File: config.mk
export PLATFORM = sky130hd
export DESIGN_NAME = l2cache_plru_ctrl
export DESIGN_NICKNAME = d
export VERILOG_FILES = /design/src/rtl/l2cache_plru_ctrl.sv
export SDC_FILE = /design/constraint.sdc
export NUM_CORES = 1
export LEC_CHECK = 0
export BUFFER_PORTS_ARGS = -buffer_cell sky130_fd_sc_hd__buf_2
export CORE_UTILIZATION = 40
export CTS_BUF_LIST = sky130_fd_sc_hd__clkbuf_4 sky130_fd_sc_hd__clkbuf_8
export DETAILED_ROUTE_END_ITERATION = 16
export PLACE_DENSITY = 0.61
export SLEW_MARGIN = 15
export SYNTH_ARGS = -nofsm -noshare
export SYNTH_HDL_FRONTEND = slang
export SYNTH_SLANG_ARGS = --single-unit
File: constraint.sdc
create_clock -name clk -period 2.3 [get_ports clk]
set_input_delay 0.115 -clock clk [delete_from_list [all_inputs] [get_ports clk]]
set_output_delay 0.115 -clock clk [all_outputs]
set_load 0.01 [all_outputs]
File: src/rtl/l2cache_plru_ctrl.sv
// ---------------------------------------------------------------------------
// l2cache_plru_ctrl
//
// Sequencer for the L2 tree-PLRU replacement state. It owns the address,
// data and write-enable of the 128 x 7-bit PLRU SRAM and serialises each
// request as: read the set's PLRU word, choose the way (hit echo or victim),
// write the updated word back, then return the way and the old word.
// After reset every entry is swept to zero before the first request is
// accepted.
//
// Tree encoding: node n has children 2n+1 / 2n+2; a bit of 0 means the
// victim lies on the left/lower side. Leaves 3..6 pick way 2*(k-3)+bit.
//
// Optional feature macro: L2_PLRU_STATS_EN
//   When defined, stat_hit_cnt / stat_alloc_cnt count accepted touches and
//   allocs (saturating at 16'hFFFF, cleared by reset and during the sweep).
//
// Ports:
//   clk, rst         system clock (also clocks the SRAM), async active-high reset
//   req_valid/ready  request handshake; req_set, req_op (0 touch, 1 alloc),
//                    req_way (hit way, ignored for alloc)
//   resp_valid/ready response handshake; resp_way, resp_plru_old
//   sram_en/we/addr/din  SRAM controls (we=1 write), sram_dout read data valid
//                        the cycle after a read is issued
//   stat_hit_cnt, stat_alloc_cnt  (only with L2_PLRU_STATS_EN)
//
// All outputs are driven straight from flops. Each flop <sig>_q is loaded
// from <sig>_d, which is computed from the state being entered, so the
// registered outputs always describe the state currently held in state_q.
// ---------------------------------------------------------------------------
module l2cache_plru_ctrl #(
  parameter int SETS  = 128,
  parameter int IDX_W = 7,
  parameter int WAYS  = 8
) (
  input  logic                     clk,
  input  logic                     rst,
  input  logic                     req_valid,
  output logic                     req_ready,
  input  logic [IDX_W-1:0]         req_set,
  input  logic                     req_op,
  input  logic [$clog2(WAYS)-1:0]  req_way,
  output logic                     resp_valid,
  input  logic                     resp_ready,
  output logic [$clog2(WAYS)-1:0]  resp_way,
  output logic [WAYS-2:0]          resp_plru_old,
  output logic                     sram_en,
  output logic                     sram_we,
  output logic [IDX_W-1:0]         sram_addr,
  output logic [WAYS-2:0]          sram_din,
  input  logic [WAYS-2:0]          sram_dout
`ifdef L2_PLRU_STATS_EN
  ,
  output logic [15:0]              stat_hit_cnt,
  output logic [15:0]              stat_alloc_cnt
`endif
);

  localparam int WAY_W = $clog2(WAYS);
  localparam int TREE_W = WAYS - 1;
  localparam logic [IDX_W-1:0] LAST_SET = IDX_W'(SETS - 1);

  typedef enum logic [2:0] {
    INIT = 3'd0,
    IDLE = 3'd1,
    RD   = 3'd2,
    CALC = 3'd3,
    WR   = 3'd4,
    RESP = 3'd5
  } state_t;

  // -------------------------------------------------------------------------
  // Tree helpers (8-way, 7-bit tree)
  // -------------------------------------------------------------------------

  // Walk the tree following the bits to the least-recently-used way.
  function automatic logic [WAY_W-1:0] plru_victim(input logic [TREE_W-1:0] b);
    logic [WAY_W-1:0] w;
    logic [2:0]       mid_idx;
    logic [2:0]       leaf_idx;
    w        = 3'd0;
    w[2]     = b[0];
    mid_idx  = 3'd1 + {2'b00, w[2]};
    w[1]     = b[mid_idx];
    leaf_idx = 3'd3 + {1'b0, w[2:1]};
    w[0]     = b[leaf_idx];
    return w;
  endfunction

  // Point every node on the path to way w away from it; other bits untouched.
  function automatic logic [TREE_W-1:0] plru_update(input logic [TREE_W-1:0] b,
                                                    input logic [WAY_W-1:0]  w);
    logic [TREE_W-1:0] nb;
    logic [2:0]        mid_idx;
    logic [2:0]        leaf_idx;
    nb           = b;
    mid_idx      = 3'd1 + {2'b00, w[2]};
    leaf_idx     = 3'd3 + {1'b0, w[2:1]};
    nb[0]        = ~w[2];
    nb[mid_idx]  = ~w[1];
    nb[leaf_idx] = ~w[0];
    return nb;
  endfunction

  // Saturating 16-bit increment used by the statistics counters.
  function automatic logic [15:0] sat_inc16(input logic [15:0] v);
    logic [15:0] r;
    if (v == 16'hFFFF) begin
      r = v;
    end else begin
      r = v + 16'd1;
    end
    return r;
  endfunction

  // -------------------------------------------------------------------------
  // State
  // -------------------------------------------------------------------------
  state_t             state_q,         state_d;
  logic [IDX_W-1:0]   init_cnt_q,      init_cnt_d;
  logic [IDX_W-1:0]   set_q,           set_d;
  logic               op_q,            op_d;
  logic [WAY_W-1:0]   way_q,           way_d;
  logic               req_ready_q,     req_ready_d;
  logic               resp_valid_q,    resp_valid_d;
  logic [WAY_W-1:0]   resp_way_q,      resp_way_d;
  logic [TREE_W-1:0]  resp_plru_old_q, resp_plru_old_d;
  logic               sram_en_q,       sram_en_d;
  logic               sram_we_q,       sram_we_d;
  logic [IDX_W-1:0]   sram_addr_q,     sram_addr_d;
  logic [TREE_W-1:0]  sram_din_q,      sram_din_d;
`ifdef L2_PLRU_STATS_EN
  logic [15:0]        hit_cnt_q,       hit_cnt_d;
  logic [15:0]        alloc_cnt_q,     alloc_cnt_d;
`endif

  logic [WAY_W-1:0]   way_sel;

  // Way being touched this request: the hit way echoed, or the tree victim.
  always_comb begin
    if (op_q) begin
      way_sel = plru_victim(sram_dout);
    end else begin
      way_sel = way_q;
    end
  end

  // Next-state and next-output logic; every _d holds its _q unless overridden.
  always_comb begin
    state_d         = state_q;
    init_cnt_d      = init_cnt_q;
    set_d           = set_q;
    op_d            = op_q;
    way_d           = way_q;
    req_ready_d     = req_ready_q;
    resp_valid_d    = resp_valid_q;
    resp_way_d      = resp_way_q;
    resp_plru_old_d = resp_plru_old_q;
    sram_en_d       = sram_en_q;
    sram_we_d       = sram_we_q;
    sram_addr_d     = sram_addr_q;
    sram_din_d      = sram_din_q;
`ifdef L2_PLRU_STATS_EN
    hit_cnt_d       = hit_cnt_q;
    alloc_cnt_d     = alloc_cnt_q;
`endif

    case (state_q)
      INIT: begin
`ifdef L2_PLRU_STATS_EN
        hit_cnt_d   = 16'd0;
        alloc_cnt_d = 16'd0;
`endif
        sram_din_d  = '0;
        req_ready_d = 1'b0;
        // sram_en_q low here only in the first cycle out of reset: the
        // write of address 0 has not been presented yet.
        if (!sram_en_q) begin
          init_cnt_d  = '0;
          sram_en_d   = 1'b1;
          sram_we_d   = 1'b1;
          sram_addr_d = '0;
        end else if (init_cnt_q == LAST_SET) begin
          state_d     = IDLE;
          sram_en_d   = 1'b0;
          sram_we_d   = 1'b0;
          req_ready_d = 1'b1;
        end else begin
          init_cnt_d  = init_cnt_q + 1'b1;
          sram_en_d   = 1'b1;
          sram_we_d   = 1'b1;
          sram_addr_d = init_cnt_q + 1'b1;
        end
      end

      IDLE: begin
        sram_en_d = 1'b0;
        sram_we_d = 1'b0;
        if (req_valid && req_ready_q) begin
          set_d       = req_set;
          op_d        = req_op;
          way_d       = req_way;
          req_ready_d = 1'b0;
          sram_en_d   = 1'b1;
          sram_we_d   = 1'b0;
          sram_addr_d = req_set;
          state_d     = RD;
`ifdef L2_PLRU_STATS_EN
          if (req_op) begin
            alloc_cnt_d = sat_inc16(alloc_cnt_q);
          end else begin
            hit_cnt_d   = sat_inc16(hit_cnt_q);
          end
`endif
        end else begin
          req_ready_d = 1'b1;
        end
      end

      RD: begin
        // Read is on the bus this cycle; data returns during CALC.
        sram_en_d = 1'b0;
        sram_we_d = 1'b0;
        state_d   = CALC;
      end

      CALC: begin
        resp_plru_old_d = sram_dout;
        resp_way_d      = way_sel;
        sram_din_d      = plru_update(sram_dout, way_sel);
        sram_en_d       = 1'b1;
        sram_we_d       = 1'b1;
        sram_addr_d     = set_q;
        state_d         = WR;
      end

      WR: begin
        sram_en_d    = 1'b0;
        sram_we_d    = 1'b0;
        resp_valid_d = 1'b1;
        state_d      = RESP;
      end

      RESP: begin
        sram_en_d = 1'b0;
        sram_we_d = 1'b0;
        if (resp_ready) begin
          resp_valid_d = 1'b0;
          req_ready_d  = 1'b1;
          state_d      = IDLE;
        end else begin
          resp_valid_d = 1'b1;
        end
      end

      default: begin
        // Unreachable encoding: restart the sweep from a clean slate.
        state_d         = INIT;
        init_cnt_d      = '0;
        req_ready_d     = 1'b0;
        resp_valid_d    = 1'b0;
        resp_way_d      = '0;
        resp_plru_old_d = '0;
        sram_en_d       = 1'b0;
        sram_we_d       = 1'b0;
        sram_addr_d     = '0;
        sram_din_d      = '0;
      end
    endcase
  end

  // State and output registers with asynchronous reset.
  always_ff @(posedge clk or posedge rst) begin
    if (rst) begin
      state_q         <= INIT;
      init_cnt_q      <= '0;
      set_q           <= '0;
      op_q            <= 1'b0;
      way_q           <= '0;
      req_ready_q     <= 1'b0;
      resp_valid_q    <= 1'b0;
      resp_way_q      <= '0;
      resp_plru_old_q <= '0;
      sram_en_q       <= 1'b0;
      sram_we_q       <= 1'b0;
      sram_addr_q     <= '0;
      sram_din_q      <= '0;
    end else begin
      state_q         <= state_d;
      init_cnt_q      <= init_cnt_d;
      set_q           <= set_d;
      op_q            <= op_d;
      way_q           <= way_d;
      req_ready_q     <= req_ready_d;
      resp_valid_q    <= resp_valid_d;
      resp_way_q      <= resp_way_d;
      resp_plru_old_q <= resp_plru_old_d;
      sram_en_q       <= sram_en_d;
      sram_we_q       <= sram_we_d;
      sram_addr_q     <= sram_addr_d;
      sram_din_q      <= sram_din_d;
    end
  end

`ifdef L2_PLRU_STATS_EN
  // Statistics counters with asynchronous reset.
  always_ff @(posedge clk or posedge rst) begin
    if (rst) begin
      hit_cnt_q   <= 16'd0;
      alloc_cnt_q <= 16'd0;
    end else begin
      hit_cnt_q   <= hit_cnt_d;
      alloc_cnt_q <= alloc_cnt_d;
    end
  end

  assign stat_hit_cnt   = hit_cnt_q;
  assign stat_alloc_cnt = alloc_cnt_q;
`endif

  assign req_ready     = req_ready_q;
  assign resp_valid    = resp_valid_q;
  assign resp_way      = resp_way_q;
  assign resp_plru_old = resp_plru_old_q;
  assign sram_en       = sram_en_q;
  assign sram_we       = sram_we_q;
  assign sram_addr     = sram_addr_q;
  assign sram_din      = sram_din_q;

endmodule

# Word level (Yosys, flattened, before mapping)
# Index checks and enable logic that the tools add are counted.
[totals]
out_inout_bits = 28
input_bits = 22
ff_bits = 49
wordCells = 92
[op_classes]
n_bitwise = 6
mux = 36
magnitude_cmp = 6
eq_ne = 11
add_sub_neg = 5
reduce_logical = 15
[ops]
columns = ["cell", "count"]
rows = [
  ["$pmux 7 s2", 3],
  ["$pmux 7 s4", 1],
  ["$mux 7", 3],
  ["$pmux 3 s6", 1],
  ["$mux 3", 5],
  ["$bwmux 7", 2],
  ["$mux 1", 12],
  ["$reduce_or 5->1", 2],
  ["$lt 2x4->1 const B", 2],
  ["$lt 3x4->1 const B", 2],
  ["$ne 2x2->1 const B", 4],
  ["$reduce_or 4->1", 2],
  ["$add 7x1->7 const B", 1],
  ["$eq 7x7->1 const B", 1],
  ["$add 2x2->3 const A", 2],
  ["$bmux 1 s3", 2],
  ["$demux 1 s3", 2],
  ["$eq 3x2->1 const B", 2],
  ["$eq 3x3->1 const B", 2],
  ["$not 1->1", 6],
  ["$pmux 1 s3", 2],
  ["$pmux 3 s2", 1],
  ["$reduce_and 2->1", 3],
  ["$reduce_or 3->1", 2],
  ["other kinds (11)", 14],
]

# Longest topological paths before layout
[depth]
depth_word = 15
ltp_mapped = 7

# Least setup slack after synthesis
# OpenSTA, ideal clock, no wires.
[synth_path]
kind = "reg2reg"
startpoint = "reg init_cnt_q[0]"
endpoint = "reg sram_addr_q[0] (netlist: sram_addr[0])"
path_slack_ns = 0.487
required_ns = 2.234
arrival_ns = 1.747
path_stages_with_launch = 7
setup_time_ns = 0.066
synth_period_minus_slack_ns = 1.813
path_buffers = 0
path_cell_list = "dfrtp_1 ha_1 and3_1 and4_1 or3_1 a21oi_4 a22o_1"
[synth_via]
elab_chain_cells = 4
elab_cells_between_ends = 7
cone_classes = "add/sub: 1; eq/ne: 2; mux: 3; reduce/logical: 1"
[synth_rtl]
columns = ["item", "line_no", "source"]
rows = [
  ["start: declaration", "120", "logic [IDX_W-1:0] init_cnt_q, init_cnt_d;"],
  ["start signal: assignment", "290", "init_cnt_q <= init_cnt_d;"],
  ["$add 7x1->7", "192", "sram_addr_d = init_cnt_q + 1'b1;"],
  ["$mux 7", "183", "end else if (init_cnt_q == LAST_SET) begin"],
  ["$mux 7", "178", "if (!sram_en_q) begin"],
  ["$pmux 7 s4", "168", "case (state_q)"],
  ["end signal: assignment", "300", "sram_addr_q <= sram_addr_d;"],
  ["end: declaration", "130", "logic [IDX_W-1:0] sram_addr_q, sram_addr_d;"],
]
# Several ways; a longest one is shown, not always the timed one. The select of a mux whose other input is x is not followed.
# A chain may end at the register's enable or synchronous reset.

# Worst setup path after layout
[layout_path]
startpoint = "reg init_cnt_q[0]"
endpoint = "reg sram_addr_q[3] (netlist: sram_addr[3])"
# The elaborated chain is that of the path after synthesis.

==> out/metrics.yaml <==
status: "finished clean"
gr-usage-all-layers: 0.186
crit_path_max_incr_delay_ps: 430
synthArstFlopShare: 1.00
crit_path_end_kind: "flip-flop"
post_cts_resized: 0
p_comb_frac: 0.456
finalCriticalPeriod_ps: 1990
antennaDiodeCount: 0
hp-class: "in -> reg"
gr-total-overflow: 0
r2r_start: "init_cnt_q[0]"
totalWireLength_um: 5710
p_seq_frac: 0.391
slew_headroom: 0.650
synth-seq-area-share: 0.489
die_y_um: 81.2
switching_share: 0.393
grt_pass1_wl_um: 9240
total_leakage_power_nw: 1.40
tns_ps: 0
ctsHoldBuffers: 1
dp.cells: 358
dp_slack_ps: 339
syn_nets: 264
antenna_found_initial: 0
place_hpwl_um: 4300
syn2layout_area_growth_pct: 18.0
dr_total_vias: 2026
grt_pass1_vias: 1858
critPathSlowestCell: "dfrtp_1"
vias_per_cell: 5.52
hold_path.startpoint: "req_way[0]"
worst_pin_slew_ps: 511
worst-setup-path-type: "reg -> reg"
clkPwrFrac: 0.153
post_cts_buffers: 0
drc: 0
clk_pin_slew_ps: 90
layout-drive-gt1-share: 0.301
nFillCells: 566
place.gp.congestion: 0.867
dieArea_mm2: 0.00660
cts.sinks: 49
cp_max_fo: 8
irDropWorstVdd_uv: 585
setup_viol: 0
grt_max_degree: 19
rsz0062_at_grt: "no"
wl_per_cell_um: 15.6
synth_area_mm2: 0.00251
cp.arrival_ps: 2230
max_freq_mhz: 503
syn_area_per_cell_um2: 10.5
final_max_slew_viol_count: 0
layout.cells.non_filler: 367
hold_path_end: "way_q[0]"
timing.final.ws_setup_ps: 313
drtAntennaViolNets: 0
core_mm2: 0.00599
maxCapViolCount: 0
rrSetupSlack_ps: 310
die_x_um: 81.2
start_kind: "flip-flop"
regArea_mm2: 0.00123
ys_ff_latch: 49
cts_buffer_depth: 2
r2r_cells: 6
ioPinCount: 50
hold_viol: 0
p_sw_mw: 1.44
crit_chain: "ha_1 > and3_1 > and4_1 > or3_1 > a21oi_4 > a22o_1"
p_per_area_mw_per_mm2: 1240
final_cell_mix: "49 x dfrtp_1, 49 x buf_2, 22 x nand2_1"
h-tree-depth: 2
layout.nets: 315
synth_top_cell_by_area: "dfrtp_1"
synth_top_area_share: 0.489
cts_tree: "built"
drtIter0Drc: 123
final_util: 0.495
p_int_mw: 2.23
clock_latency_ps: 300
numCtsBuffers: 5
synth_edf_count: 0
first_pass_iters: 4
ys_types: 47
ys_warn_count: 0
rows: 28
start_util: 0.419
port_buffers: 49
r2r_end: "sram_addr[3]"
required_ps: 2540
fin_skew_ps: 7.19
ys.flop_type: "dfrtp_1"
hold_path_depth: 2
synthCells: 240
multiInputGateArea_mm2: 0.00118
fin_crit_sh: 0.864
clockRootBuffer: "clkbuf_8"
synthTopCellsByArea: "dfrtp_1 49%, mux2_2 6.7%, mux2i_1 3.6%"
==> stage by stage <==
| stage | hold WS, ps | instance area [µm²] | power [mW] |
|---|---|---|---|
| CTS | 37.9 | 2960 | 3.69 |
| floorplan | 267 | 2510 | 2.62 |
| global route | 47.1 | 2960 | 3.95 |
| finish | 41.0 | 2960 | 3.67 |
| detailed placement | 104 | 2850 | 3.13 |
| global placement | 103 | 2850 | 3.11 |
==> worst max-delay path, delay by kind of cell, from the launching register on <==
| family | cells | cell delay, ps |
|---|---|---|
| AOI/OAI and AO/OA | 2 | 430 |
| adders and majority gates | 1 | 240 |
| DFF | 1 | 430 |
| and+or+nand+nor | 3 | 830 |
==> routing by layer <==
metal | vias up | track usage | share of wire
met3 | 5 | 0.0270 | 0.037
met2 | 53 | 0.263 | 0.44
met5 | - | 0 | 0
li1 | 984 | - | -
met1 | 984 | 0.291 | 0.51
met4 | 0 | 0.0500 | 0.012
==> area by class of cell <==
class	count	share of cell area
Clock buffer	7	0.0325
Clock inverter	1	0.00169
Inverter	12	0.0152
Multi-Input combinational cell	165	0.399
Sequential cell	49	0.414
Tap cell	75	0.0317
Timing Repair Buffer	58	0.106
==> flip-flops by register name, indices dropped and copies added (netlist names) <==
register	flops
resp_way	3
init_cnt_q	7
sram_we	1
op_q	1
sram_din	7
state_q	3
set_q	7
resp_plru_old	7
sram_en	1
req_ready	1
resp_valid	1
sram_addr	7
way_q	3
==> worst max-delay path by stage <==
stage | from | endpoint | slack, ps | cells after the start
after floorplan | init_cnt_q[0] | sram_addr[0] | 490 | 6
after global placement | init_cnt_q[0] | sram_addr[3] | 390 | 6
after detailed placement | init_cnt_q[0] | sram_addr[3] | 340 | 6
after CTS | init_cnt_q[0] | sram_addr[3] | 310 | 6
after global routing | init_cnt_q[0] | sram_addr[4] | 200 | 6
final | init_cnt_q[0] | sram_addr[3] | 310 | 6
==> cell families (layout without fill, tap and decap cells) <==
group,count (synthesis),in the layout,share of synthesized area
multiplexers,26,26,0.115
XOR/XNOR,4,4,0.0140
AND/OR/NAND/NOR,66,66,0.135
adder cells (fa/ha/maj),2,2,0.00997
AO/OA/AOI/OAI,67,67,0.197
buffers and inverters,26,78,0.0409
flip-flops,49,49,0.489
==> Yosys cell counts (all sizes together) (4+ instances only) <==
cell type  count
a21oi          5
a22o           8
a2bb2oi        8
buf            4
clkbuf        10
dfrtp         49
inv           12
mux2          16
mux2i         10
nand2         23
nand2b         5
nand3          4
nor2          11
o21ai         15
o22ai         14
==> power groups by stage <==
stage	combinational [mW]	clock, mW	sequential, mW
after global placement	1.66	0	1.45
after floorplan	1.17	0	1.45
after detailed placement	1.68	0	1.45
final	1.68	0.561	1.44
after CTS	1.69	0.572	1.44
after global routing	1.86	0.604	1.49
Power figures use the tool's default switching activity.
